--- config.mk ---
export PLATFORM = sky130hd
export DESIGN_NAME = hzd_ctrl
export DESIGN_NICKNAME = d
export VERILOG_FILES = /design/src/rtl/hzd_ctrl.sv
export SDC_FILE = /design/constraint.sdc
export NUM_CORES = 1
export LEC_CHECK = 0
export CAP_MARGIN = 0
export CORE_MARGIN = 3
export CORE_UTILIZATION = 32
export CTS_CLUSTER_SIZE = 14
export DETAILED_ROUTE_END_ITERATION = 12
export PLACE_DENSITY = 0.8
export SYNTH_ARGS = -nofsm -noshare
export SYNTH_HDL_FRONTEND = slang
export SYNTH_SLANG_ARGS = --single-unit
--- constraint.sdc ---
create_clock -name i_clk -period 1.5 [get_ports i_clk]
set_input_delay 0.3 -clock i_clk [delete_from_list [all_inputs] [get_ports i_clk]]
set_output_delay 0.3 -clock i_clk [all_outputs]
set_load 0.05 [all_outputs]
--- src/rtl/hzd_ctrl.sv ---
// Pipeline hazard controller: load-use bubbles, fixed-latency multicycle holds of E, taken-branch flushes.
// Optional perf counters are built when HZD_PERF_EN is defined; otherwise both counter ports read 0.
module hzd_ctrl #(
  parameter int REG_SELECT = 5,
  parameter int MC_LATENCY = 4,
  parameter int CNT_WIDTH  = 16
) (
  input  logic                  i_clk,
  input  logic                  i_rst_n,
  input  logic [REG_SELECT-1:0] i_reg_a_select,
  input  logic [REG_SELECT-1:0] i_reg_b_select,
  input  logic                  i_uses_a,
  input  logic                  i_uses_b,
  input  logic                  i_is_load_E,
  input  logic [REG_SELECT-1:0] i_reg_c_select_E,
  input  logic                  i_mc_start_E,
  input  logic                  i_branch_taken_E,
  output logic                  o_stall_F,
  output logic                  o_stall_D,
  output logic                  o_stall_E,
  output logic                  o_flush_D,
  output logic                  o_flush_E,
  output logic                  o_mc_done,
  output logic                  o_mc_busy,
  output logic [CNT_WIDTH-1:0]  o_stall_cycles,
  output logic [CNT_WIDTH-1:0]  o_flush_count
);

  typedef enum logic {RUN, MC_WAIT} state_t;

  localparam logic [7:0] MC_LOAD = 8'(MC_LATENCY - 2);

  state_t     state_reg, state_next;
  logic [7:0] cnt_reg, cnt_next;
  logic       done_reg, done_next;

  logic load_use;
  logic stall_f, stall_d, stall_e, flush_d, flush_e, mc_done, mc_busy;

  assign load_use = i_is_load_E && (i_reg_c_select_E != '0) &&
                    ((i_uses_a && (i_reg_a_select == i_reg_c_select_E)) ||
                     (i_uses_b && (i_reg_b_select == i_reg_c_select_E)));

  always_ff @(posedge i_clk or negedge i_rst_n) begin
    if (!i_rst_n) begin
      state_reg <= RUN;
      cnt_reg   <= '0;
      done_reg  <= 1'b0;
    end else begin
      state_reg <= state_next;
      cnt_reg   <= cnt_next;
      done_reg  <= done_next;
    end
  end

  always_comb begin
    state_next = state_reg;
    cnt_next   = cnt_reg;
    done_next  = done_reg;
    stall_f    = 1'b0;
    stall_d    = 1'b0;
    stall_e    = 1'b0;
    flush_d    = 1'b0;
    flush_e    = 1'b0;
    mc_done    = 1'b0;
    mc_busy    = 1'b0;
    case (state_reg)
      RUN: begin
        if (done_reg) begin
          // E still holds the completing op, so a new start must wait a cycle
          mc_done   = 1'b1;
          done_next = 1'b0;
        end else if (i_branch_taken_E) begin
          flush_d = 1'b1;
          flush_e = 1'b1;
        end else if (i_mc_start_E) begin
          stall_f = 1'b1;
          stall_d = 1'b1;
          stall_e = 1'b1;
          if (MC_LATENCY == 2) begin
            done_next = 1'b1;
          end else begin
            cnt_next   = MC_LOAD;
            state_next = MC_WAIT;
          end
        end else if (load_use) begin
          stall_f = 1'b1;
          stall_d = 1'b1;
          flush_e = 1'b1;
        end
      end
      MC_WAIT: begin
        stall_f  = 1'b1;
        stall_d  = 1'b1;
        stall_e  = 1'b1;
        mc_busy  = 1'b1;
        cnt_next = cnt_reg - 8'd1;
        if (cnt_reg == 8'd1) begin
          done_next  = 1'b1;
          state_next = RUN;
        end
      end
      default: state_next = RUN;
    endcase
  end

  // Inputs feed the outputs combinationally, so reset must gate them directly
  assign o_stall_F = i_rst_n & stall_f;
  assign o_stall_D = i_rst_n & stall_d;
  assign o_stall_E = i_rst_n & stall_e;
  assign o_flush_D = i_rst_n & flush_d;
  assign o_flush_E = i_rst_n & flush_e;
  assign o_mc_done = i_rst_n & mc_done;
  assign o_mc_busy = i_rst_n & mc_busy;

`ifdef HZD_PERF_EN
  logic [1:0] perf_inc;
  assign perf_inc = {o_flush_D, o_stall_F};

  for (genvar gi = 0; gi < 2; gi++) begin : g_perf
    logic [CNT_WIDTH-1:0] cnt_reg;
    always_ff @(posedge i_clk or negedge i_rst_n) begin
      if (!i_rst_n) begin
        cnt_reg <= '0;
      end else if (perf_inc[gi] && (cnt_reg != '1)) begin
        cnt_reg <= cnt_reg + CNT_WIDTH'(1);
      end
    end
  end

  assign o_stall_cycles = g_perf[0].cnt_reg;
  assign o_flush_count  = g_perf[1].cnt_reg;
`else
  assign o_stall_cycles = '0;
  assign o_flush_count  = '0;
`endif

endmodule

==> results of run 1 <==
-- Yosys cell counts (all sizes together) --
master  instances
buf            34
dfrtp          10
xor2            9
inv             5
nand3           3
nor2            3
nor4            3
o21ai           3
and2            2
ha              2
nand2           2
nand3b          2
o311ai          2
o41ai           2
xnor2           2
a21oi           1
a22o            1
a22oi           1
a32oi           1
a41oi           1
and2b           1
and3            1
conb            1
mux2            1
nor3b           1
nor4b           1
o211ai          1
o21a            1
o21bai          1
o31ai           1
o32ai           1
or3             1
or4             1
-- routing by layer --
| layer | global-route usage, % | vias up | wire, um |
|---|---|---|---|
| li1 | - | 376 | - |
| met2 | 21.1 | 30 | 1200 |
| met3 | 1.73 | 2 | 122 |
| met5 | 0 | - | 0 |
| met4 | 6.33 | 0 | 21 |
| met1 | 15.0 | 382 | 862 |
-- metrics by stage --
step | instance area (sq um) | total power [mW] | instances
after global placement | 1290 | 1.53 | 168
after detailed placement | 1290 | 1.57 | 168
after floorplan | 1080 | 1.29 | 133
after global routing | 1450 | 2.14 | 176
after CTS | 1400 | 1.91 | 174
final | 1450 | 2.01 | 176
-- final cells by class --
class	count	area, sq um	area share [%]
multi-input combinational	84	662	45.8
timing repair buffer	42	439	30.4
sequential	10	251	17.4
tap	31	38.8	2.68
clock buffer	4	36.3	2.51
inverter	5	18.8	1.30
-- worst max path at each step --
stage / from / endpoint / slack, ns
3_3_place_gp: i_reg_c_select_E[3] / o_stall_D / -0.72
5_1_grt: i_reg_a_select[1] / o_stall_D / -0.45
3_5_place_dp: i_reg_c_select_E[3] / o_stall_D / -0.81
4_1_cts: i_reg_a_select[1] / o_stall_D / -0.47
2_1_floorplan: i_reg_c_select_E[3] / o_stall_F / -0.48
6_report: i_reg_a_select[1] / o_stall_D / -0.38
-- timing repair --
| item | 4_1_cts | 5_1_grt |
|---|---|---|
| gates resized for setup | 69 | 12 |
| endpoints found under the setup margin | 7 | 7 |
| buffers inserted | 3 | 3 |
| pin swaps | 16 | 6 |
-- cell families after synthesis --
group / Yosys count / share of synthesized area, %
and+or+nand+nor: 21 / 15.0
AOI/OAI and AO/OA: 17 / 14.8
DFF: 10 / 26.6
other: 1 / 0.399
muxes: 1 / 1.20
buffers and inverters: 39 / 29.1
xor gates and xnor gates: 11 / 10.2
adders and majority gates: 2 / 2.66
-- power groups by stage --
stage	sequential [mW]	combinational, mW	clock, mW
6_report	0.573	1.19	0.247
5_1_grt	0.592	1.27	0.274
4_1_cts	0.545	1.11	0.254
3_5_place_dp	0.544	1.03	0
3_3_place_gp	0.535	0.992	0
2_1_floorplan	0.512	0.781	0
==> key figures, run 1 <==
Global route
  – Total GRT Usage: 12.4%
  – Number of global-route vias before repair: 731
  – Antenna violations before repair: 0
  – First-pass GRT wire length: 3.35 mm
  – Overflow after GRT: 0
  – Largest net degree at the start of global routing: 10

Timing
  – Post-route setup slack: -0.383 ns
  – Fin Setup TNS: -1.42 ns
  – Final Hold Vio Count: 0
  – Crit path time final: 1.88 ns
  – RSZ-0062 raised after global routing: true
  – F_max: 531 MHz
  – Clk_skew: 0.00184 ns
  – Slew Viols, Final: 0
  – Fin crit share: 126%
  – Hold WS: 0.262 ns
  – Final setup violation count: 6

Worst setup path
  – CP Max Fanout: 2
  – Highest-delay cell along the critical path: o32ai_4
  – CP Data Required Time: 1.20 ns
  – Endpoint class of the critical path: output pin
  – Crit path kind: input port to output pin
  – Crit path arrival time: 1.58 ns
  – Worst Reg-to-Reg Cells: 5
  – Startpoint types: input port
  – CP cell instances: buf_6 > xor2_2 > nor4_2 > a32oi_2 > o32ai_4 > buf_12
  – Buf/Inv on CP: 2
  – Reg2reg setup slack: 0.09 ns
  – Crit path largest cell delay: 0.33 ns
  – RR Endpoint: cnt_reg[6]$_DFFE_PN0P_
  – Cell family with most CP delay: compound AO/OA/AOI/OAI gates
  – Worst r2r src: state_reg$_DFF_PN0_
  – Total stage count of the critical path: 6

Logic synthesis
  – Register area share after synthesis: 26.6%
  – Mapped cell area: 941 sq um
  – Gate count after technology mapping: 102
  – Largest area contributor in the netlist: buf_4
  – Synth area leaders: buf_4 (27%), dfrtp_1 (27%), xor2_1 (8.4%), ha_1 (2.7%), nor4_2 (2.7%)
  – Synth warn: 0
  – Area fraction of the dominant cell type after synthesis: 27.1%
  – Syn Area/Cell: 9.22 sq um
  – Netlist cell types: 37
  – Yosys reg bits: 10

Place
  – Final GP Congestion: 0.783
  – I/O Buffers: 28
  – DP Wirelength: 1.74 mm
  – Pre-CTS setup slack: -0.810 ns

Routing
  – Pre-antenna DRT Iters: 4
  – DR vias/cell: 4.49
  – DR DRC count: 0
  – Total Routed Length: 2.21 mm
  – DRT iter0 DRCs: 22
  – DR WL/cell: 12.5 um
  – Vias post-DR: 790
  – ANT nets after route: 0

Pwr
  – Pwr/cell area: 1390 nW/um^2
  – Sequential power share: 28.5%
  – Pint: 1.10 mW
  – Combinational share of power: 59.2%
  – Worst vdd ir: 0.759 mV
  – Sw Share: 45.2%
  – Static leakage: 0.668 nW
  – Clock Power Share: 12.3%
  – Switching pwr: 907 uW

Clock tree
  – Clk pin slew, worst setup/hold paths: 0.07 ns
  – CTS root buf: clkbuf_4
  – CTS Hold Bufs: 0
  – H-tree levels: 1
  – Clock latency on the worst-skew pair: 0.27 ns
  – Clock buffer count from CTS: 3
  – Sink Count: 10
  – Clock tree buffer depth: 2
  – CTS tree: built

Worst hold path
  – Worst Hold Class: input port to asynchronous set/reset pin

Final layout
  – N_diodes: 0
  – Commonest cells after routing, fill and taps aside: conb_1 (32), dfrtp_1 (9), buf_4 (9)
  – Commonest non-fill, non-tap cell in the layout: conb_1
  – Max reg flops: 8
  – Fillers: 234
  – Final Util: 52.0%
  – Nets: 170
  – Layout cells sized above 1: 40.7%
  – Syn-to-layout area delta: 53.7%

Floorplanning
  – Die ar.: 3630 sq um
  – Io pins: 61
  – Core ar.: 2780 sq um
  – Die Y: 60.2 um
  – Die W: 60.2 um
  – Core Rows: 19
  – Initial Util: 33.8%

Flow run
  – Max-cap violations: 0

Status
  – Failing checks: negative setup slack
  – Outcome: finished with violations
Note: power is estimated with default switching activity, not from simulation.
==> inputs of run 2 (changes only) <==
Settings changed: SLEW_MARGIN set to 20.
==> results of run 2 <==
Final layout, timing and power as in run 1 (identical DEF).
